## src/rtl/cpu_seg_display.sv

```systemverilog
// -----------------------------------------------------------------------------
// cpu_seg_display
//   Shows one 32-bit value as eight hex digits on a time-multiplexed,
//   active-low 7-segment display. The value is either the CPU syscall display
//   register or the CPU cycle counter. A debounced push button toggles between
//   the two. CPU halt is latched, and the cycle count is frozen at the moment
//   of halt.
//
// Parameters
//   SCAN_DIV    clk cycles per digit slot (>=2)
//   DEBOUNCE    clk cycles mode_btn must be stable before it is accepted (>=1)
//
// Ports
//   clk          in   system clock; all logic runs on posedge
//   clr          in   synchronous active-low reset
//   display      in   [31:0] CPU syscall display value
//   cycle_count  in   [31:0] CPU cycle counter
//   halt         in   CPU halt flag
//   mode_btn     in   raw asynchronous push button, active-high
//   an           out  [7:0] digit enables, active-low, an[0] = rightmost digit
//   seg          out  [7:0] {dp,g,f,e,d,c,b,a}, active-low
//   halted_led   out  sticky halt indicator
// -----------------------------------------------------------------------------
module cpu_seg_display #(
   parameter int SCAN_DIV = 100000,
   parameter int DEBOUNCE = 1000000
) (
   input  logic        clk,
   input  logic        clr,
   input  logic [31:0] display,
   input  logic [31:0] cycle_count,
   input  logic        halt,
   input  logic        mode_btn,
   output logic [7:0]  an,
   output logic [7:0]  seg,
   output logic        halted_led
);

   localparam int PW = $clog2(SCAN_DIV);
   localparam int DW = $clog2(DEBOUNCE + 1);

   typedef enum logic {
      MODE_DISP = 1'b0,
      MODE_CYC  = 1'b1
   } mode_e;

   // Hex digit to segment pattern {g,f,e,d,c,b,a}, active-low.
   function automatic logic [6:0] hex7(input logic [3:0] nib);
      case (nib)
         4'h0: hex7 = 7'h40;
         4'h1: hex7 = 7'h79;
         4'h2: hex7 = 7'h24;
         4'h3: hex7 = 7'h30;
         4'h4: hex7 = 7'h19;
         4'h5: hex7 = 7'h12;
         4'h6: hex7 = 7'h02;
         4'h7: hex7 = 7'h78;
         4'h8: hex7 = 7'h00;
         4'h9: hex7 = 7'h10;
         4'hA: hex7 = 7'h08;
         4'hB: hex7 = 7'h03;
         4'hC: hex7 = 7'h46;
         4'hD: hex7 = 7'h21;
         4'hE: hex7 = 7'h06;
         default: hex7 = 7'h0E;
      endcase
   endfunction

   mode_e          mode_q;
   logic [PW-1:0]  presc_q, presc_d;
   logic [2:0]     idx_q, idx_d;
   logic [31:0]    frame_q, frame_d;
   logic           halt_l_q, halt_l_d;
   logic [31:0]    frozen_q, frozen_d;
   logic           sync1_q, sync2_q;
   logic           acc_q, acc_d;
   logic [DW-1:0]  db_cnt_q, db_cnt_d;
   logic [7:0]     an_q, an_d;
   logic [7:0]     seg_q, seg_d;

   logic           tick;
   logic           acc_rise;
   logic [31:0]    src;
   logic [3:0]     nib;

   always_comb begin
      // Digit-slot prescaler and digit index.
      tick    = (presc_q == PW'(SCAN_DIV - 1));
      presc_d = tick ? '0 : presc_q + 1'b1;
      idx_d   = tick ? idx_q + 3'd1 : idx_q;

      // The frame is captured only as digit 7 finishes, so a frame never
      // mixes two source values and mode changes show at the 7->0 wrap.
      src     = (mode_q == MODE_CYC) ? (halt_l_q ? frozen_q : cycle_count) : display;
      frame_d = (tick && idx_q == 3'd7) ? src : frame_q;

      // Halt is sticky; the count is frozen on the first halt edge only.
      halt_l_d = halt_l_q | halt;
      frozen_d = (halt && !halt_l_q) ? cycle_count : frozen_q;

      // Debounce: the counter runs only while the synchronized level differs
      // from the accepted one; any agreement restarts it.
      acc_d    = acc_q;
      db_cnt_d = '0;
      if (sync2_q != acc_q) begin
         if (db_cnt_q == DW'(DEBOUNCE - 1)) begin
            acc_d = sync2_q;
         end else begin
            db_cnt_d = db_cnt_q + 1'b1;
         end
      end
      acc_rise = acc_d & ~acc_q;

      // Display drivers, registered below for one cycle of latency.
      nib   = frame_q[{idx_q, 2'b00} +: 4];
      an_d  = ~(8'b0000_0001 << idx_q);
      seg_d = {~(halt_l_q && idx_q == 3'd0), hex7(nib)};
   end

   always_ff @(posedge clk) begin
      if (!clr) begin
         presc_q  <= '0;
         idx_q    <= '0;
         frame_q  <= '0;
         halt_l_q <= 1'b0;
         frozen_q <= '0;
         sync1_q  <= 1'b0;
         sync2_q  <= 1'b0;
         acc_q    <= 1'b0;
         db_cnt_q <= '0;
         an_q     <= 8'hFE;
         seg_q    <= 8'hC0;
      end else begin
         presc_q  <= presc_d;
         idx_q    <= idx_d;
         frame_q  <= frame_d;
         halt_l_q <= halt_l_d;
         frozen_q <= frozen_d;
         sync1_q  <= mode_btn;
         sync2_q  <= sync1_q;
         acc_q    <= acc_d;
         db_cnt_q <= db_cnt_d;
         an_q     <= an_d;
         seg_q    <= seg_d;
      end
   end

   // Display source FSM: only a press (rising accepted level) toggles it.
   always_ff @(posedge clk) begin
      if (!clr) begin
         mode_q <= MODE_DISP;
      end else if (acc_rise) begin
         mode_q <= (mode_q == MODE_DISP) ? MODE_CYC : MODE_DISP;
      end
   end

   assign an         = an_q;
   assign seg        = seg_q;
   assign halted_led = halt_l_q;

endmodule
```

## config.mk

```make
export PLATFORM = sky130hd
export DESIGN_NAME = cpu_seg_display
export DESIGN_NICKNAME = d
export VERILOG_FILES = /design/src/rtl/cpu_seg_display.sv
export SDC_FILE = /design/constraint.sdc
export NUM_CORES = 1
export LEC_CHECK = 0
export BUFFER_PORTS_ARGS = -buffer_cell sky130_fd_sc_hd__buf_2
export CAP_MARGIN = 25
export CORE_ASPECT_RATIO = 2
export CORE_UTILIZATION = 61
export DETAILED_ROUTE_END_ITERATION = 8
export GPL_TIMING_DRIVEN = 0
export MAX_ROUTING_LAYER = met4
export PLACE_DENSITY_LB_ADDON = 0.05
export SYNTH_ARGS = -nofsm -noshare
export SYNTH_HDL_FRONTEND = slang
export SYNTH_SLANG_ARGS = --single-unit
export TNS_END_PERCENT = 10
```

## constraint.sdc

```tcl
create_clock -name clk -period 6.45 [get_ports clk]
set_input_delay 0.9675 -clock clk [delete_from_list [all_inputs] [get_ports clk]]
set_output_delay 0.9675 -clock clk [all_outputs]
set_load 0.02 [all_outputs]
```

==> summary.md <==
| Metric | Value |
|---|---|
| Clock-pin slew on the worst setup and hold paths | `0.05 ns` |
| IO buf count | `83` |
| Die H | `between 100 and 150 um` |
| DR WL/cell | `about 17 um` |
| Diode count | `0` |
| CTS tree | `built` |
| Hold crit path type | `reg2reg` |
| Final WL | `14430 um` |
| Vias in the first global route | `about 5200` |
| Root Driver | `clkbuf_16` |
| Combinational power share | `5.4%` |
| Seq/Total Area, Yosys | `44.02%` |
| Die area | `slightly below 10000 um2` |
| Total CTS buffers | `17` |
| NetSw | `411.2 uW` |
| Worst skew pair latency | `0.42 ns` |
| Mapped Area | `5684 um2` |
| DR DRC count | `0` |
| Power share of the clock group | `52.2%` |
| Register share of total power | `42.4%` |
| Die width | `70.26 um` |
| Starting DRT DRC Count | `281` |
| Synthesized netlist net count | `737` |
| Cell count after synthesis | `656` |
| Most common cell after layout, fill and taps aside | `nand2_1` |
| Crit-path cells | `buf_6 -> mux4_1 -> mux2i_2 -> inv_1 -> ha_1 -> mux2_2 -> a221o_1` |
| Final Cell Area | `6838 um2` |
| Rel. slew slack | `43.36%` |
| Router iterations before antenna repair | `4` |
| Detailed placement HPWL | `11000 um` |
| Number of fill cells | `687` |
| Yosys warning count | `0` |
| I/O Pins | `85` |
| Vias per cell | `5.704` |
| Min Tclk post-route | `2.724 ns` |
| Slowest CP cell | `mux4_1` |
| Final hold violations | `0` |
| Synth cell types | `43` |
| Largest net degree at the start of global routing | `17` |
| Cts hold-fix bufs | `0` |
| ANT nets after route | `0` |
| Leakage | `2.601 nW` |
| DP Area | `6227 um2` |
| # rows | `49` |
| CP delay by family, top | `multiplexers` |
| Final Max Tran Viols | `0` |
| Critical path class | `reg2reg` |
| Clock Skew | `0.009867 ns` |
| Clock H-tree levels | `4` |
| Status | `finished clean` |
| Critical Path RT | `6.75 ns` |
| Postcts setup bufs | `0` |
| CP startpoint kind | `register` |
| Max FO, Critical Path | `10` |
| Flops & latches, synth | `between 100 and 150` |
| Area delta synth->final | `20.29%` |
| First-pass GRT wire length | `about 24000 um` |
| Initial antenna violation count | `0` |
| GRT Overall Usage | `31.98%` |
| RePlAce Congestion | `0.9331` |
| Clock Path Buffers | `2` |
| Final setup violation count | `0` |
| Critical path arrival | `3.02 ns` |
| Nets@finish | `between 800 and 900` |
| Fmax achieved | `between 300 and 400 MHz` |
| Worst Setup End Kind | `register` |
| Grt ovf | `0` |
| Layout cell share with drive strength beyond 1 | `17.64%` |
| Worst-margin pin slew | `0.8431 ns` |
| Max-cap violations | `0` |
| Clock sink total | `125` |
| Switching share of total power | `~22%` |
| Unrepaired setup endpoints after global routing | `no` |
| Initial Util | `approximately 63%` |
| Detailed-route via count | `4980` |
| Synthesized area per cell | `roughly 8.7 um2` |
| Most frequent cells in the layout | `nand2_1 (149), dfxtp_1 (125), buf_2 (92)` |
| Peak VDD IR | `250.5 uV` |
| Max stage delay on crit path | `0.59 ns` |
| Buf+Inv Stages, Crit Path | `2` |
| Total core area | `9012 um2` |
| PD cells | `between 200 and 300 nW/um2` |
| Setup TNS | `0 ns` |
| Int Power | `1.462 mW` |
| Tot Pwr | `1.873 mW` |
| Final period utilization | `between 40% and 50%` |
| Post-CTS sizing | `0` |
## synth_stat cells (all sizes together)
master | count | share of area, %
nor3 | 4 | 0.44
a221o | 1 | 0.18
or3 | 4 | 0.44
nor4b | 3 | 0.46
and4 | 5 | 0.77
o2111ai | 32 | 4.9
mux2i | 42 | 7.7
xnor2 | 13 | 2.0
nor4 | 1 | 0.11
nor2 | 49 | 3.2
a21oi | 36 | 3.2
nand3 | 23 | 2.0
xor2 | 23 | 3.5
clkbuf | 30 | 2.0
or2 | 1 | 0.11
o21ai | 35 | 3.1
and4b | 1 | 0.18
o22ai | 2 | 0.22
and3 | 8 | 0.88
o32ai | 2 | 0.31
ha | 13 | 2.9
nand2 | 149 | 9.8
nand2b | 2 | 0.22
nand4 | 9 | 0.99
inv | 12 | 0.84
o221ai | 1 | 0.15
buf | 14 | 1.3
nor2b | 2 | 0.22
mux2 | 4 | 0.79
clkinv | 1 | 0.066
dfxtp | 125 | 44
mux4 | 6 | 2.6
a211oi | 1 | 0.13
and2 | 2 | 0.22
## power by group through the flow
stage,combinational (mW),sequential [mW],clock [mW]
floorplan,0.0566,0.810,0
global placement,0.0963,0.810,0
detailed placement,0.0997,0.811,0
CTS,0.100,0.795,0.984
global route,0.111,0.796,1.02
finish,0.101,0.795,0.977
## area by class of cell
cell class	instances	area (um2)	share of cell area, %
clock buffer	21	470.5	6.880
inverter	13	51.30	0.7502
timing repair buffer	83	415.4	6.075
sequential	125	2502	36.60
clock inverter	11	140.1	2.049
buffer	44	183.9	2.690
tap	102	127.6	1.866
multi-input combinational	474	2947	43.09
## stage by stage
| step | setup WS (ns) | std cells | utilization, % | hold slack, ns |
|---|---|---|---|---|
| finish | 3.726 | 873 | 75.87 | 0.4495 |
| detailed placement | 3.742 | 841 | 69.10 | 0.4255 |
| global placement | 3.803 | 841 | 69.10 | 0.4228 |
| floorplan | 4.070 | 656 | - | 0.4119 |
| global route | 3.645 | 873 | 75.87 | 0.4698 |
| CTS | 3.727 | 873 | 75.87 | 0.4482 |
## final timing paths
kind,from,to,slack [ns],depth (start not counted)
worst max register to register,idx_q[0],seg[6],3.73,7
worst min-delay path,db_cnt_q[0],db_cnt_q[0],0.45,1
worst min register to register,db_cnt_q[0],db_cnt_q[0],0.45,1
worst max-delay path,idx_q[0],seg[6],3.73,7
## kinds of logic after synthesis
group                    after synthesis  synth area share (%)
AND/OR/NAND/NOR                      263                 20.14
adder cells (fa/ha/maj)               13                 2.862
flip-flops                           125                 44.02
multiplexers                          52                 11.12
XOR/XNOR                              36                 5.547
AO/OA/AOI/OAI                        110                 12.17
buffers and inverters                 57                 4.138
## layer usage
layer	global-route usage [%]	wire length, um
met5	-	0
met4	19.37	724
met3	7.070	464
met2	59.10	8184
met1	28.24	5059
## registers in the layout (all words and copies together) (netlist names), 3 cells and up
register  cells
frame_q      32
frozen_q     32
db_cnt_q     20
presc_q      17
an            8
seg           8
idx_q         3
No activity file was read; power rests on OpenSTA's default activity.
